### config.mk
export PLATFORM = sky130hd
export DESIGN_NAME = mem_access_unit
export DESIGN_NICKNAME = d
export VERILOG_FILES = /design/src/rtl/lsu_pkg.sv /design/src/rtl/lsu_lane.sv /design/src/rtl/mem_access_unit.sv
export SDC_FILE = /design/constraint.sdc
export NUM_CORES = 1
export LEC_CHECK = 0
export ABC_AREA = 0
export BUFFER_PORTS_ARGS = -buffer_cell sky130_fd_sc_hd__clkbuf_2
export CORE_MARGIN = 2
export CORE_UTILIZATION = 39
export CTS_CLUSTER_DIAMETER = 60
export DETAILED_ROUTE_END_ITERATION = 8
export PLACE_DENSITY = 0.63
export SYNTH_ARGS = -nofsm -noshare
export SYNTH_HDL_FRONTEND = slang
export SYNTH_SLANG_ARGS = --single-unit
### constraint.sdc
create_clock -name clk -period 1.85 [get_ports clk]
set_input_delay 0.0925 -clock clk [delete_from_list [all_inputs] [get_ports clk]]
set_output_delay 0.0925 -clock clk [all_outputs]
set_load 0.1 [all_outputs]
### src/rtl/lsu_pkg.sv
// Shared encodings for the load/store unit: RV32I funct3 values, FSM states
// and the request legality check.
package lsu_pkg;

    localparam logic [2:0] F3_B  = 3'b000;
    localparam logic [2:0] F3_H  = 3'b001;
    localparam logic [2:0] F3_W  = 3'b010;
    localparam logic [2:0] F3_BU = 3'b100;
    localparam logic [2:0] F3_HU = 3'b101;

    typedef enum logic [2:0] {
        ST_IDLE     = 3'd0,
        ST_LD_WAIT  = 3'd1,
        ST_RMW_WAIT = 3'd2,
        ST_RMW_WR   = 3'd3,
        ST_ERR      = 3'd4
    } lsu_state_t;

    // High when the request is misaligned for its size or uses an encoding
    // that has no meaning for its direction (BU/HU stores, reserved funct3).
    function automatic logic lsu_req_bad(input logic store, input logic [2:0] funct3,
                                         input logic [1:0] lo);
        logic bad;
        case (funct3)
            F3_B:    bad = 1'b0;
            F3_H:    bad = lo[0];
            F3_W:    bad = (lo != 2'b00);
            F3_BU:   bad = store;
            F3_HU:   bad = store | lo[0];
            default: bad = 1'b1;
        endcase
        return bad;
    endfunction

endpackage

### src/rtl/lsu_lane.sv
// Combinational lane logic: extracts and extends a load lane from a memory
// word, and merges sub-word store data into a word for read-modify-write.
module lsu_lane
    import lsu_pkg::*;
(
    input  logic [1:0]  lane,
    input  logic [2:0]  funct3,
    input  logic [31:0] word,
    input  logic [31:0] store_data,
    output logic [31:0] load_ext,
    output logic [31:0] merged
);

    logic [7:0]  byte_s;
    logic [15:0] half_s;
    logic        unused_store_s;

    assign unused_store_s = ^store_data[31:16];

    // Lane selection: byte k lives at bits [8k+7:8k], upper halfword when lane[1]
    always_comb begin
        byte_s = 8'h00;
        half_s = 16'h0000;
        case (lane)
            2'd0:    byte_s = word[7:0];
            2'd1:    byte_s = word[15:8];
            2'd2:    byte_s = word[23:16];
            2'd3:    byte_s = word[31:24];
            default: byte_s = 8'h00;
        endcase
        if (lane[1]) begin
            half_s = word[31:16];
        end else begin
            half_s = word[15:0];
        end
    end

    // Sign or zero extension of the selected lane
    always_comb begin
        load_ext = 32'h0000_0000;
        case (funct3)
            F3_B:    load_ext = {{24{byte_s[7]}}, byte_s};
            F3_H:    load_ext = {{16{half_s[15]}}, half_s};
            F3_W:    load_ext = word;
            F3_BU:   load_ext = {24'h00_0000, byte_s};
            F3_HU:   load_ext = {16'h0000, half_s};
            default: load_ext = 32'h0000_0000;
        endcase
    end

    // Store-lane merge over the word just read back from memory
    always_comb begin
        merged = word;
        case (funct3)
            F3_B: begin
                case (lane)
                    2'd0:    merged[7:0]   = store_data[7:0];
                    2'd1:    merged[15:8]  = store_data[7:0];
                    2'd2:    merged[23:16] = store_data[7:0];
                    2'd3:    merged[31:24] = store_data[7:0];
                    default: merged = word;
                endcase
            end
            F3_H: begin
                if (lane[1]) begin
                    merged[31:16] = store_data[15:0];
                end else begin
                    merged[15:0] = store_data[15:0];
                end
            end
            default: merged = word;
        endcase
    end

endmodule

### src/rtl/mem_access_unit.sv
// Load/store unit in front of a word-wide synchronous-read data memory.
// Sub-word stores are done as read-modify-write; bad requests never touch memory.
module mem_access_unit
    import lsu_pkg::*;
#(
    parameter int ADDRESS_WIDTH = 16,
    parameter int DATA_WIDTH    = 32
) (
    input  logic                     clk,
    input  logic                     rst,
    input  logic                     req_valid,
    input  logic                     req_store,
    input  logic [2:0]               req_funct3,
    input  logic [31:0]              req_addr,
    input  logic [31:0]              req_wdata,
    output logic                     busy,
    output logic                     resp_valid,
    output logic                     resp_err,
    output logic [31:0]              load_data,
    output logic [ADDRESS_WIDTH-1:0] mem_addr,
    output logic                     mem_we,
    output logic [DATA_WIDTH-1:0]    mem_wdata,
    input  logic [DATA_WIDTH-1:0]    mem_rdata
);

    lsu_state_t               state_r;
    lsu_state_t               state_s;
    logic [ADDRESS_WIDTH-1:0] idx_r;
    logic [1:0]               lane_r;
    logic [2:0]               funct3_r;
    logic [31:0]              wdata_r;
    logic [31:0]              merged_r;
    logic [31:0]              merged_s;
    logic [31:0]              load_ext_s;
    logic                     req_bad_s;
    logic                     unused_addr_s;

    assign unused_addr_s = ^req_addr[31:ADDRESS_WIDTH+2];
    assign req_bad_s     = lsu_req_bad(req_store, req_funct3, req_addr[1:0]);

    lsu_lane u_lane (
        .lane       (lane_r),
        .funct3     (funct3_r),
        .word       (mem_rdata),
        .store_data (wdata_r),
        .load_ext   (load_ext_s),
        .merged     (merged_s)
    );

    // Next state and memory-side drive; the accept cycle drives memory directly
    always_comb begin
        state_s   = state_r;
        mem_we    = 1'b0;
        mem_addr  = {ADDRESS_WIDTH{1'b0}};
        mem_wdata = {DATA_WIDTH{1'b0}};
        if (rst) begin
            state_s = ST_IDLE;
        end else begin
            case (state_r)
                ST_IDLE: begin
                    if (req_valid) begin
                        if (req_bad_s) begin
                            state_s = ST_ERR;
                        end else if (!req_store) begin
                            mem_addr = req_addr[ADDRESS_WIDTH+1:2];
                            state_s  = ST_LD_WAIT;
                        end else if (req_funct3 == F3_W) begin
                            // Full-word store goes straight out; completion is flagged from IDLE
                            mem_we    = 1'b1;
                            mem_addr  = req_addr[ADDRESS_WIDTH+1:2];
                            mem_wdata = req_wdata;
                        end else begin
                            mem_addr = req_addr[ADDRESS_WIDTH+1:2];
                            state_s  = ST_RMW_WAIT;
                        end
                    end else begin
                        state_s = ST_IDLE;
                    end
                end
                ST_LD_WAIT: begin
                    mem_addr = idx_r;
                    state_s  = ST_IDLE;
                end
                ST_RMW_WAIT: begin
                    mem_addr = idx_r;
                    state_s  = ST_RMW_WR;
                end
                ST_RMW_WR: begin
                    mem_we    = 1'b1;
                    mem_addr  = idx_r;
                    mem_wdata = merged_r;
                    state_s   = ST_IDLE;
                end
                ST_ERR:  state_s = ST_IDLE;
                default: state_s = ST_IDLE;
            endcase
        end
    end

    // State, request capture and registered response outputs
    always_ff @(posedge clk) begin
        if (rst) begin
            state_r    <= ST_IDLE;
            busy       <= 1'b0;
            resp_valid <= 1'b0;
            resp_err   <= 1'b0;
            load_data  <= 32'h0000_0000;
            idx_r      <= {ADDRESS_WIDTH{1'b0}};
            lane_r     <= 2'b00;
            funct3_r   <= 3'b000;
            wdata_r    <= 32'h0000_0000;
            merged_r   <= 32'h0000_0000;
        end else begin
            state_r    <= state_s;
            busy       <= (state_s != ST_IDLE);
            resp_valid <= 1'b0;
            resp_err   <= 1'b0;
            case (state_r)
                ST_IDLE: begin
                    if (req_valid) begin
                        idx_r    <= req_addr[ADDRESS_WIDTH+1:2];
                        lane_r   <= req_addr[1:0];
                        funct3_r <= req_funct3;
                        wdata_r  <= req_wdata;
                        if (req_bad_s) begin
                            resp_valid <= 1'b1;
                            resp_err   <= 1'b1;
                            load_data  <= 32'h0000_0000;
                        end else if (req_store && (req_funct3 == F3_W)) begin
                            resp_valid <= 1'b1;
                            load_data  <= 32'h0000_0000;
                        end
                    end
                end
                ST_LD_WAIT: begin
                    load_data  <= load_ext_s;
                    resp_valid <= 1'b1;
                end
                ST_RMW_WAIT: merged_r <= merged_s;
                ST_RMW_WR: begin
                    resp_valid <= 1'b1;
                    load_data  <= 32'h0000_0000;
                end
                default: merged_r <= merged_r;
            endcase
        end
    end

endmodule

==> impl_metrics.yaml <==
timing:
  max_slew.worst_pin.slew_ns: 0.7239
  fin_setup_tns_ns: -18.71
  rsz0062_at_grt: "yes"
  fmax_mhz: 441.4
  finalHoldWorstSlack_ns: -0.002340
  drv_slew: 0
  min_period_ns: 2.265
  slew-limit-headroom: 0.5174
  hold_viol: 1
  finalClockSkew_ns: 0.009386
  setup_viol: 81
  setup_slack_ns: -0.4155
  fin_crit_sh: 1.225
layout:
  drive_above_1_share: 0.4019
  synthToLayoutAreaGrowth_pct: 65.09
  fill_cells: 1044
  final_nets: 939
  diodes: 0
  multi_input_area_um2: 3612
  final_util: 0.6662
  ff_latch_area_um2: 2151
cts:
  clkSlewWorstSetupHoldPaths_ns: 0.08
  clockBufferDepth: 2
  cts_tree: "done"
  cts.sinks: 107
  ctsHtreeMaxLevel: 3
  clock-root-buffer: "clkbuf_16"
  cts_buffers: 9
  insertion_delay_ns: 0.36
global_route:
  grt-ovfl-total: 0
  grt_util_all_layers: 0.2755
  antenna_found_initial: 0
  grt_max_degree: 68
  grt_first_pass_wirelength_um: 31750
  grt_pass1_vias: 5997
route:
  vias: 5978
  drcViolationCount: 0
  wl_per_cell_um: 20.25
  vias_per_cell: 5.878
  antenna_left: 0
  routed_wl_um: 20590
  drt_iter0_drc: 566
  dr.pass1.iters: 7
synthesis:
  synth_common_cells: "107 x dfxtp_1, 93 x nand2_1, 59 x nor2_1"
  yosysTopAreaCell: "dfxtp_1"
  synth-seq-area-share: 0.3977
  yosysWarnings: 0
  netlist_instances: 626
  synth-async-reset-ratio: 0
  synth_cell_types: 45
  yosys_register_bits: 107
  ys_top_cells_by_area: "dfxtp_1 40%, a22o_1 6.7%, nand2_1 6.5%"
  synth_top_flop_cell: "dfxtp_1"
  synth.avg_cell_area_um2: 8.604
  syn-num-nets: 729
  yosys.area.top_type_share: 0.3977
  post-synth-top-count-cell: "dfxtp_1"
  syn_area_um2: 5386
  synth_edf_count: 0
setup_path:
  critPathTopFamily: "simple AND/OR/NAND/NOR gates"
  end_kind: "primary output"
  reg2reg_to: "busy$_SDFF_PP0_"
  crit_top_cell: "buf_12"
  slowest_delay_ns: 0.40
  path_max_fanout: 16
  reg2reg_depth: 6
  reg2reg_slack_ns: -0.11
  start_kind: "flip-flop"
  worstPathCellList: "nor4b_4 > o2111ai_4 > nor3_4 > buf_4 > buf_12 > a22o_4 > buf_12"
  r2r_start: "state_r[1]$_SDFF_PP0_"
  cp.required_ns: 1.76
  critPathArrivalTime_ns: 2.17
  criticalPathCategory: "flip-flop to primary output"
  crit_path_top_delay_cell: "nor4b_4"
  path_buf_inv: 3
place:
  port_buffers: 172
  detailed_place_hpwl_um: 13710
  pre_cts_slack_ns: -0.1177
  routabilityCongestion: 0.8660
die:
  std_cell_rows: 42
  ios: 187
  start_util: 0.4035
  die_h_um: 121.5
  core_area_um2: 13350
  die-area_um2: 14770
  fp.dieW_um: 121.5
worst_hold_path:
  holdPathStages: 3
  min_to: "wdata_r[5]$_SDFFE_PP0P_"
  worstHoldPathType: "input pin to flip-flop"
  hold_start: "req_wdata[5]"
pwr:
  cellPowerDensity_nw_per_um2: 692.2
  p_leak_nw: 3.670
  ir_drop_v: 0.0005310
  power.total_mw: 6.155
status:
  status: "finished with violations"
  violations: "hold timing, setup timing"
flow_run:
  drv_cap: 0
[logic make-up after synthesis]
group,Yosys count,synth area share
and+or+nand+nor,202,0.1744
xor gates and xnor gates,1,0.001626
DFF,107,0.3977
muxes,34,0.06551
buffers and inverters,70,0.05552
AOI/OAI and AO/OA,212,0.3052
[how the worst max path moves through the flow]
stage	start	slack (ns)	to	cells past startpoint
after floorplan	state_r[0]$_SDFF_PP0_	-0.10	mem_wdata[11]	6
after global placement	state_r[1]$_SDFF_PP0_	-0.05	mem_wdata[0]	6
after detailed placement	state_r[0]$_SDFF_PP0_	-0.12	mem_addr[12]	5
after CTS	state_r[1]$_SDFF_PP0_	-0.39	mem_addr[12]	8
after global routing	state_r[1]$_SDFF_PP0_	-0.50	mem_wdata[18]	7
final	state_r[1]$_SDFF_PP0_	-0.42	mem_wdata[20]	7
[registers in the layout, summed over array words and instances (netlist names)]
register / flops
busy: 1
funct3_r: 3
idx_r: 16
lane_r: 2
load_data: 32
merged_r: 32
resp_err: 1
resp_valid: 1
state_r: 3
wdata_r: 16
[final cells by class]
| type | instances | area share |
|---|---|---|
| Timing Repair Buffer | 261 | 0.2900 |
| Clock inverter | 7 | 0.008442 |
| Inverter | 8 | 0.003377 |
| Multi-Input combinational cell | 449 | 0.4062 |
| Tap cell | 176 | 0.02476 |
| Sequential cell | 107 | 0.2419 |
| Clock buffer | 9 | 0.02533 |
[metrics by stage]
stage          hold WS (ns)  cell area [um2]  std cells
4_1_cts           0.0004054             8827       1017
5_1_grt             0.01000             8892       1017
3_3_place_gp         0.3313             7710        951
3_5_place_dp         0.3441             7710        951
2_1_floorplan        0.2285             5823        626
6_report          -0.002340             8892       1017
[report_power, final]
part           internal [mW]  leakage (nW)  switching [mW]
clock                   1.06         0.150           0.928
combinational          0.645          2.65           0.996
sequential              2.41         0.873           0.112
[placed cells by master (no fill, tap or decap), types with 6 or more instances in the layout]
master         synthesis  layout
clkbuf_16              0      11
a22o_4                 0      32
and2_1                 9       9
a32o_1                 7       7
nor2_4                 0      17
inv_1                  8       8
buf_12                 0      56
a32oi_1               16       8
o211ai_1               8       8
a22oi_1               16      16
nor3_1                 7       6
o22ai_1                7       7
nand2b_1              10      10
nand2_1               93      93
a222oi_1              14      14
a211oi_1              33      33
a22o_1                41       9
clkbuf_2               0     123
o2bb2ai_2              0       9
dfxtp_1              107     102
a221oi_1              10      10
o2bb2ai_1             17       8
a21oi_1               39      38
buf_4                  3      42
nor2_1                59      41
mux2i_1               33      33
dlygate4sd3_1          0      30
a32oi_4                0       6
[what timing repair did]
item | CTS | global route
hold endpoints to repair | 30 | 0
resized for setup | 38 | 17
cloned | 7 | 1
pin swaps | 17 | 4
setup endpoints to repair | 59 | 97
hold buffers | 30 | 0
buffers inserted | 13 | 1
[layer usage]
metal / vias up / routed length [um] / track usage
met3: 39 / 1294 / 0.04652
met5: - / 0 / 0
met1: 2865 / 8635 / 0.3486
met4: 0 / 597 / 0.1185
met2: 280 / 10060 / 0.4631
li1: 2794 / - / -
[worst min-delay path, delay by kind of cell]
kind | cells | cell delay [ns]
compound gates | 1 | 0.06
buf+inv | 1 | 0.10
simple gates | 1 | 0.07
(Power assumes the default switching activity.)
